## src/rtl/matvec_pkg.sv

```systemverilog
// matvec_pkg: shared FSM state type and problem-size constants for the matvec stream driver
package matvec_pkg;
  localparam int MATRIX_SIZE = 3;
  localparam int NUM_WORDS   = MATRIX_SIZE * MATRIX_SIZE + MATRIX_SIZE;
  localparam int NUM_RESULTS = MATRIX_SIZE;
  typedef enum logic [1:0] {IDLE, SEND, COLLECT, DONE} state_t;
endpackage

```

## src/rtl/matvec_drv_buffer.sv

```systemverilog
// matvec_drv_buffer: 12-entry problem buffer (W row-major then X), async active-low clear
//   rst_n          async clear of every entry
//   i_we/i_waddr/i_wdata  host write port; indexes >= NUM_WORDS are dropped
//   i_raddr/o_rdata       combinational read port; out-of-range reads return 0
module matvec_drv_buffer
  import matvec_pkg::*;
#(
  parameter int WIDTH = 14
) (
  input  logic             clk,
  input  logic             rst_n,
  input  logic             i_we,
  input  logic [3:0]       i_waddr,
  input  logic [WIDTH-1:0] i_wdata,
  input  logic [3:0]       i_raddr,
  output logic [WIDTH-1:0] o_rdata
);
  logic [WIDTH-1:0] r_mem [NUM_WORDS];
  always_ff @(posedge clk or negedge rst_n)
    if (!rst_n)
      for (int i = 0; i < NUM_WORDS; i++) r_mem[i] <= '0;
    else if (i_we && i_waddr < 4'(NUM_WORDS))
      r_mem[i_waddr] <= i_wdata;
  assign o_rdata = i_raddr < 4'(NUM_WORDS) ? r_mem[i_raddr] : '0;
endmodule

```

## src/rtl/matvec_stream_driver.sv

```systemverilog
// matvec_stream_driver: streams a loaded 3x3 W and 3-vector X into the accelerator, then collects 3 results
//   reset                   async active-low
//   ld_en/ld_addr/ld_data   host buffer writes (accepted only in IDLE/DONE)
//   start                   launches a run from IDLE/DONE
//   hold_ready              backpressure injection on s_ready
//   rd_addr/rd_data         result readback, 0 for index 3
//   busy/done/cycles        status; cycles counts SEND+COLLECT cycles, saturating
//   m_*                     valid/ready source into the accelerator
//   s_*                     valid/ready sink from the accelerator
module matvec_stream_driver
  import matvec_pkg::*;
#(
  parameter int WIDTH     = 14,
  parameter int OUT_WIDTH = 28,
  parameter int CYC_WIDTH = 16
) (
  input  logic                 clk,
  input  logic                 reset,
  input  logic                 ld_en,
  input  logic [3:0]           ld_addr,
  input  logic [WIDTH-1:0]     ld_data,
  input  logic                 start,
  input  logic                 hold_ready,
  input  logic [1:0]           rd_addr,
  output logic [OUT_WIDTH-1:0] rd_data,
  output logic                 busy,
  output logic                 done,
  output logic [CYC_WIDTH-1:0] cycles,
  output logic                 m_valid,
  input  logic                 m_ready,
  output logic [WIDTH-1:0]     m_data,
  input  logic                 s_valid,
  output logic                 s_ready,
  input  logic [OUT_WIDTH-1:0] s_data
);
  state_t               r_state;
  logic [3:0]           r_widx;
  logic [1:0]           r_ridx;
  logic [OUT_WIDTH-1:0] r_result [NUM_RESULTS];
  logic                 r_m_valid, r_s_ready, r_busy, r_done;
  logic [CYC_WIDTH-1:0] r_cycles;
  logic                 w_idle, w_m_hs, w_s_hs;
  assign w_idle = r_state == IDLE || r_state == DONE;
  assign w_m_hs = r_m_valid && m_ready;
  assign w_s_hs = s_valid && r_s_ready;
  // m_data follows r_widx, which only moves on a handshake, so data stays stable under backpressure
  matvec_drv_buffer #(.WIDTH(WIDTH)) u_buf (
    .clk     (clk),
    .rst_n   (reset),
    .i_we    (ld_en && w_idle),
    .i_waddr (ld_addr),
    .i_wdata (ld_data),
    .i_raddr (r_widx),
    .o_rdata (m_data)
  );
  always_ff @(posedge clk or negedge reset) begin
    if (!reset) begin
      r_state   <= IDLE;
      r_widx    <= '0;
      r_ridx    <= '0;
      r_m_valid <= 1'b0;
      r_s_ready <= 1'b0;
      r_busy    <= 1'b0;
      r_done    <= 1'b0;
      r_cycles  <= '0;
      for (int i = 0; i < NUM_RESULTS; i++) r_result[i] <= '0;
    end else begin
      if (r_busy && r_cycles != '1) r_cycles <= r_cycles + 1'b1;
      case (r_state)
        IDLE, DONE: if (start) begin
          r_state   <= SEND;
          r_widx    <= '0;
          r_ridx    <= '0;
          r_cycles  <= '0;
          r_m_valid <= 1'b1;
          r_busy    <= 1'b1;
          r_done    <= 1'b0;
        end
        SEND: if (w_m_hs) begin
          r_widx <= r_widx + 1'b1;
          if (r_widx == 4'(NUM_WORDS - 1)) begin
            r_state   <= COLLECT;
            r_m_valid <= 1'b0;
            r_s_ready <= ~hold_ready;
          end
        end
        COLLECT: begin
          r_s_ready <= ~hold_ready;
          if (w_s_hs) begin
            r_result[r_ridx] <= s_data;
            r_ridx           <= r_ridx + 1'b1;
            if (r_ridx == 2'(NUM_RESULTS - 1)) begin
              r_state   <= DONE;
              r_s_ready <= 1'b0;
              r_busy    <= 1'b0;
              r_done    <= 1'b1;
            end
          end
        end
        default: ;
      endcase
    end
  end
  assign rd_data = rd_addr < 2'(NUM_RESULTS) ? r_result[rd_addr] : '0;
  assign busy    = r_busy;
  assign done    = r_done;
  assign cycles  = r_cycles;
  assign m_valid = r_m_valid;
  assign s_ready = r_s_ready;
endmodule

```

## config.mk

```make
export PLATFORM = sky130hd
export DESIGN_NAME = matvec_stream_driver
export DESIGN_NICKNAME = d
export VERILOG_FILES = /design/src/rtl/matvec_pkg.sv /design/src/rtl/matvec_drv_buffer.sv /design/src/rtl/matvec_stream_driver.sv
export SDC_FILE = /design/constraint.sdc
export NUM_CORES = 1
export LEC_CHECK = 0
export CORE_MARGIN = 1.5
export CORE_UTILIZATION = 52
export CTS_CLUSTER_SIZE = 30
export DETAILED_ROUTE_END_ITERATION = 16
export GPL_ROUTABILITY_DRIVEN = 0
export HOLD_SLACK_MARGIN = 0.03
export PLACE_DENSITY = 0.76
export SYNTH_ARGS = -nofsm -noshare
export SYNTH_HDL_FRONTEND = slang
export SYNTH_SLANG_ARGS = --single-unit
```

## constraint.sdc

```tcl
create_clock -name clk -period 1.9 [get_ports clk]
set_input_delay 0.19 -clock clk [delete_from_list [all_inputs] [get_ports clk]]
set_output_delay 0.19 -clock clk [all_outputs]
set_load 0.01 [all_outputs]
```

==> results of run 1 <==
[worst max-delay path: cells and delay by family (launching register included)]
family / cells / cell delay, ns
DFF: 1 / 0.39
and+or+nand+nor: 1 / 0.14
muxes: 1 / 0.49
AOI/OAI and AO/OA: 1 / 0.26
buffers and inverters: 4 / 0.55
[worst paths after layout]
| path | startpoint | depth (start not counted) | end |
|---|---|---|---|
| setup / recovery | r_widx[0] | 7 | m_data[9] |
| hold / removal | reset | 2 | r_result[72] |
| setup reg to reg | r_widx[0] | 10 | s_ready |
| hold reg to reg | u_buf.r_mem[70] | 1 | u_buf.r_mem[70] |
| max in group asynchronous | reset | 3 | r_result[76] |
| min in group clk | s_data[8] | 2 | r_result[64] |
[registers in the layout, indices dropped and copies added (netlist names)]
signal,cells
m_valid,1
done,1
u_buf.r_mem,168
r_result,84
s_ready,1
r_ridx,2
busy,1
cycles,16
r_state,2
r_widx,4
[cell usage after synthesis (all sizes together) (2+ instances only)]
master | n | share of area (%)
nand3b | 3 | 0.18
nor4 | 5 | 0.41
mux2 | 253 | 22
ha | 7 | 0.68
and3 | 2 | 0.097
mux2i | 32 | 2.5
or3 | 6 | 0.34
clkbuf | 36 | 1.1
nand2b | 9 | 0.44
nand3 | 14 | 0.58
o21ai | 40 | 1.6
nor3 | 7 | 0.27
nand2 | 45 | 1.3
xnor2 | 2 | 0.14
a21o | 2 | 0.12
a41oi | 3 | 0.20
dfrtp | 280 | 54
buf | 30 | 1.1
a31oi | 2 | 0.097
nand4b | 2 | 0.14
nor2 | 17 | 0.50
inv | 8 | 0.23
o31ai | 2 | 0.12
or4 | 3 | 0.18
and2 | 2 | 0.097
a211oi | 5 | 0.29
a221o | 15 | 1.2
nor2b | 18 | 0.88
mux4 | 42 | 7.4
nand4 | 3 | 0.15
a21oi | 13 | 0.51
[metal layers]
metal	vias to the layer above	global-route usage [%]	wire length [µm]
met2	253	40.7	15700
met4	0	7.52	906
met1	4402	32.8	13700
met5	-	0	0
met3	61	3.77	1540
li1	3758	-	-
[cells by family (layout without fill, tap and decap cells)]
group / after synthesis / count (layout) / synth area share (%)
flip-flops: 280 / 280 / 54.5
AND/OR/NAND/NOR: 140 / 140 / 5.80
buffers and inverters: 74 / 274 / 2.41
AO/OA/AOI/OAI: 89 / 89 / 4.52
XOR/XNOR: 2 / 2 / 0.136
adder cells (fa/ha/maj): 7 / 7 / 0.681
multiplexers: 327 / 327 / 32.0
[timing repair]
| action | in CTS | in global routing |
|---|---|---|
| gates cloned | 6 | 4 |
| pin swaps | 17 | 12 |
| setup buffers | 10 | 13 |
| hold buffers | 1 | 0 |
| hold endpoints to repair | 69 | 0 |
| endpoints found under the setup margin | 96 | 101 |
| gates resized for setup | 107 | 66 |
[power breakdown]
| part | leakage, µW | switching [µW] | internal (µW) |
|---|---|---|---|
| clock | 0.000563 | 2390 | 4110 |
| sequential | 0.00369 | 997 | 7600 |
| combinational | 0.00357 | 2550 | 4140 |
[metrics by stage]
| stage | hold slack (ns) | area [µm²] | setup TNS (ns) |
|---|---|---|---|
| global route | 0.199 | 16700 | -11.80 |
| CTS | 0.194 | 16300 | -8.71 |
| detailed placement | 0.172 | 15000 | -7.23 |
| finish | 0.181 | 16700 | -9.23 |
| floorplan | -0.106 | 12900 | -0.502 |
| global placement | 0.171 | 15000 | -6.88 |
[final cells by class]
cell class / instances / area share [%]
flip-flops and latches: 280 / 42.0
multi-input cells: 565 / 34.8
repair buffers: 210 / 13.9
clock buffers: 39 / 5.12
well taps: 324 / 2.43
clock inverters: 17 / 1.63
inverters: 8 / 0.180
==> results.json, run 1 <==
{
  "run_status": "finished, violations left",
  "violations": "setup timing",
  "start_kind": "register",
  "synth.distinct_cells": 48,
  "grt_max_degree": 65,
  "fillers": 1672,
  "globalRoute.totalOverflow": 0,
  "crit_chain": "buf_6, buf_6, buf_16, mux4_2, nor2b_4, a221o_1, buf_2",
  "final_common_cell": "dfrtp_1",
  "hp-class": "in -> async",
  "synth_ff_type": "dfrtp_1",
  "fin_cells": 1443,
  "clk_pin_slew_ns": 0.06,
  "place_inst": 1357,
  "seq_area_frac_synth_pct": 54.5,
  "syn-num-nets": 981,
  "ys_ff_latch": 280,
  "clk_latency_ns": 0.55,
  "avgViaCountPerCell": 5.87,
  "drc": 0,
  "antenna_found_initial": 0,
  "syn_inst": 919,
  "synthesis.area_um2": 12900,
  "nNetsFinal": 1157,
  "period_needed_ns": 2.57,
  "slowest_delay_ns": 0.49,
  "dieArea_um2": 25700,
  "critPathMostFrequentCell": "buf_6",
  "p_total_uw": 21800,
  "grt_util_all_layers_pct": 24.3,
  "vias": 8474,
  "cts_num_sinks": 280,
  "tightest_slew_ns": 0.533,
  "peakVddDrop_uv": 995,
  "slowest_stage": "mux4_2",
  "timing.final.ws_setup_ns": -0.674,
  "p_per_area_nw_per_um2": 1300,
  "grt_pass1_vias": 8762,
  "timing.fmax_ghz": 0.389,
  "criticalPathCategory": "reg -> out",
  "multi_input_area_um2": 5810,
  "cts_buffers": 30,
  "dr.pass1.iters": 7,
  "row_count": 57,
  "die_w_um": 160,
  "drive_gt1_share_pct": 43.2,
  "grt_pass1_wl_um": 49000,
  "die_h_um": 160,
  "routed_wl_um": 31800,
  "boundaryPins": 117,
  "final_cell_mix": "dfrtp_1, mux2_2, clkdlybuf4s50_1",
  "coreArea_um2": 24300,
  "htree_num_levels": 1,
  "n_antenna_cell": 0,
  "slew_headroom_pct": 64.1,
  "syn_avg_cell_area_um2": 14.0,
  "endpoint_kind": "output port",
  "wl_per_cell_um": 22.1,
  "synth_enable_flop_cells": 0,
  "critical_path_arrival_ns": 2.38,
  "ant_nets": 0,
  "period_share_pct": 135,
  "drtIter0Drc": 544,
  "cts_max_path_buffers": 3,
  "reg2reg_slack_ns": -0.12,
  "clock_skew_ns": 0.0187,
  "cts-root-buf": "clkbuf_16",
  "final-setup-viol-count": 29,
  "cts_tree": "done",
  "place_ws_ns": -0.399,
  "initial_utilization_pct": 52.9,
  "seqCellArea_um2": 7010,
  "hold_violations": 0,
  "p_leak_uw": 0.00782,
  "dp_hpwl_um": 18400,
  "numPortBuffers": 116,
  "cap_violations": 0,
  "required_ns": 1.71,
  "area_growth_pct": 29.8,
  "async_flop_share_pct": 100,
  "worstPathMaxFanout": 6,
  "final_core_util_pct": 68.7,
  "yosysWarnings": 0,
  "drv_slew": 0,
  "rsz0062_at_grt": "true"
}
Note: power is estimated with default switching activity, not from simulation.
==> inputs of run 2 (changes only) <==
--- a/config.mk
+++ b/config.mk
@@ -6,12 +6,13 @@
 export NUM_CORES = 1
 export LEC_CHECK = 0
 export CORE_MARGIN = 1.5
-export CORE_UTILIZATION = 52
+export CORE_UTILIZATION = 62
 export CTS_CLUSTER_SIZE = 30
 export DETAILED_ROUTE_END_ITERATION = 16
 export GPL_ROUTABILITY_DRIVEN = 0
 export HOLD_SLACK_MARGIN = 0.03
-export PLACE_DENSITY = 0.76
+export PLACE_DENSITY = 0.85
+export SLEW_MARGIN = 30
 export SYNTH_ARGS = -nofsm -noshare
 export SYNTH_HDL_FRONTEND = slang
 export SYNTH_SLANG_ARGS = --single-unit
==> constraint.sdc (replaced) <==
create_clock -name clk -period 3.3 [get_ports clk]
set_input_delay 0.33 -clock clk [delete_from_list [all_inputs] [get_ports clk]]
set_output_delay 0.33 -clock clk [all_outputs]
set_load 0.01 [all_outputs]
==> results.json, run 2 (synthesized netlist as in run 1, its figures left out) <==
{
  "cts-root-buf": "clkbuf_16",
  "vias": 8095,
  "final_cell_mix": "dfrtp_1, mux2_2, clkdlybuf4s50_1",
  "slew_headroom_pct": 43.4,
  "peakVddDrop_uv": 664,
  "p_per_area_nw_per_um2": 743,
  "grt_pass1_wl_um": 46800,
  "die_h_um": 147,
  "numPortBuffers": 116,
  "clk_latency_ns": 0.54,
  "clk_pin_slew_ns": 0.06,
  "cts_tree": "done",
  "area_growth_pct": 19.0,
  "row_count": 52,
  "cts_num_sinks": 280,
  "drv_slew": 0,
  "grt_pass1_vias": 8737,
  "largest_register_ffs": 168,
  "cts_buffers": 28,
  "final-setup-viol-count": 0,
  "period_share_pct": 93.2,
  "r2r_cells": 5,
  "htree_num_levels": 1,
  "cap_violations": 0,
  "dp_hpwl_um": 17400,
  "criticalPathCategory": "reg -> out",
  "rsz0062_at_grt": "false",
  "drtIter0Drc": 432,
  "grt_max_degree": 99,
  "antenna_found_initial": 0,
  "final_common_cell": "dfrtp_1",
  "avgViaCountPerCell": 6.16,
  "dieArea_um2": 21600,
  "clock_skew_ns": 0.0108,
  "boundaryPins": 117,
  "wl_per_cell_um": 21.8,
  "p_leak_uw": 0.00688,
  "critical_path_arrival_ns": 2.75,
  "fin_setup_tns_ns": 0,
  "dr.pass1.iters": 5,
  "period_needed_ns": 3.08,
  "r2r-end": "u_buf.r_mem[145]",
  "reg2reg_slack_ns": 0.75,
  "hold_violations": 0,
  "required_ns": 2.97,
  "reg2reg_from": "r_state[0]",
  "worstPathMaxFanout": 45,
  "run_status": "completed",
  "drc": 0,
  "coreArea_um2": 20300,
  "timing.fmax_ghz": 0.325,
  "globalRoute.totalOverflow": 0,
  "n_antenna_cell": 0,
  "ant_nets": 0,
  "final_core_util_pct": 75.4,
  "post_cts_resize_count": 0,
  "hp-class": "in -> async",
  "routed_wl_um": 28600,
  "nNetsFinal": 1088,
  "largest_register": "u_buf.r_mem",
  "start_kind": "register",
  "tightest_slew_ns": 0.849,
  "die_w_um": 147,
  "endpoint_kind": "output port",
  "grt_util_all_layers_pct": 27.4,
  "cts_max_path_buffers": 3,
  "drive_gt1_share_pct": 35.7,
  "initial_utilization_pct": 63.4,
  "p_total_uw": 11400
}
==> run 2: cell types whose count changed in the layout (fill, tap and decap cells not counted), moves of 12 or more <==
cell and change:
clkdlybuf4s50_1 +42, buf_4 -29, dlygate4sd2_1 -21, buf_2 -12, mux2_2 +39, buf_12 -20
mux2_4 -39
==> run 2: worst max-delay path by stage <==
stage	from	slack, ns	end	cells after the start
6_report	r_widx[0]	0.22	m_data[3]	5
5_1_grt	r_widx[0]	0.13	m_data[3]	5
4_1_cts	r_widx[0]	0.18	m_data[3]	5
3_3_place_gp	r_widx[0]	0.79	m_data[3]	5
2_1_floorplan	r_widx[0]	1.19	m_data[0]	5
3_5_place_dp	r_state[0]	0.76	u_buf.r_mem[144]	5
==> run 2: final cells by class <==
type | instances | area [µm²]
clock buffer | 40 | 807
clock inverter | 8 | 143
fill | 1230 | 4980
inverter | 8 | 30.0
multi-input combinational | 565 | 5560
sequential | 280 | 7010
tap | 270 | 338
timing repair buffer | 143 | 1430
==> run 2: power by group <==
group	switching (µW)	internal [µW]	leakage, µW
sequential	556	4370	0.00369
clock	1270	2000	0.000463
combinational	1240	1940	0.00273
total	3070	8310	0.00688
==> run 2: metrics by stage <==
step                      cells  setup slack, ns  hold WS [ns]  cell area [µm²]
after CTS                  1314            0.177         0.456            15300
after detailed placement   1265            0.760         0.422            14400
after global routing       1314            0.127         0.468            15300
final                      1314            0.225         0.441            15300
after floorplan             919             1.19        0.0344            12900
after global placement     1265            0.795         0.422            14400
==> run 2: worst max-delay path: stages (launching register included) <==
cell and delay [ns]:
dfrtp_2 0.37, buf_12 0.33, mux4_2 0.56, nor2b_1 0.15, a221o_1 0.28, clkdlybuf4s50_1 0.51
==> run 2: what timing repair did <==
action,in CTS,in global routing
hold buffers,1,0
hold endpoints to repair,93,0
setup endpoints to repair,0,0
setup buffers,0,0
==> run 2: metal layers <==
metal / track usage, % / wire [µm] / vias up
li1: - / - / 3595
met1: 37.0 / 12000 / 4207
met2: 46.1 / 14300 / 242
met3: 3.91 / 1470 / 51
met4: 9.30 / 792 / 0
met5: 0 / 0 / -
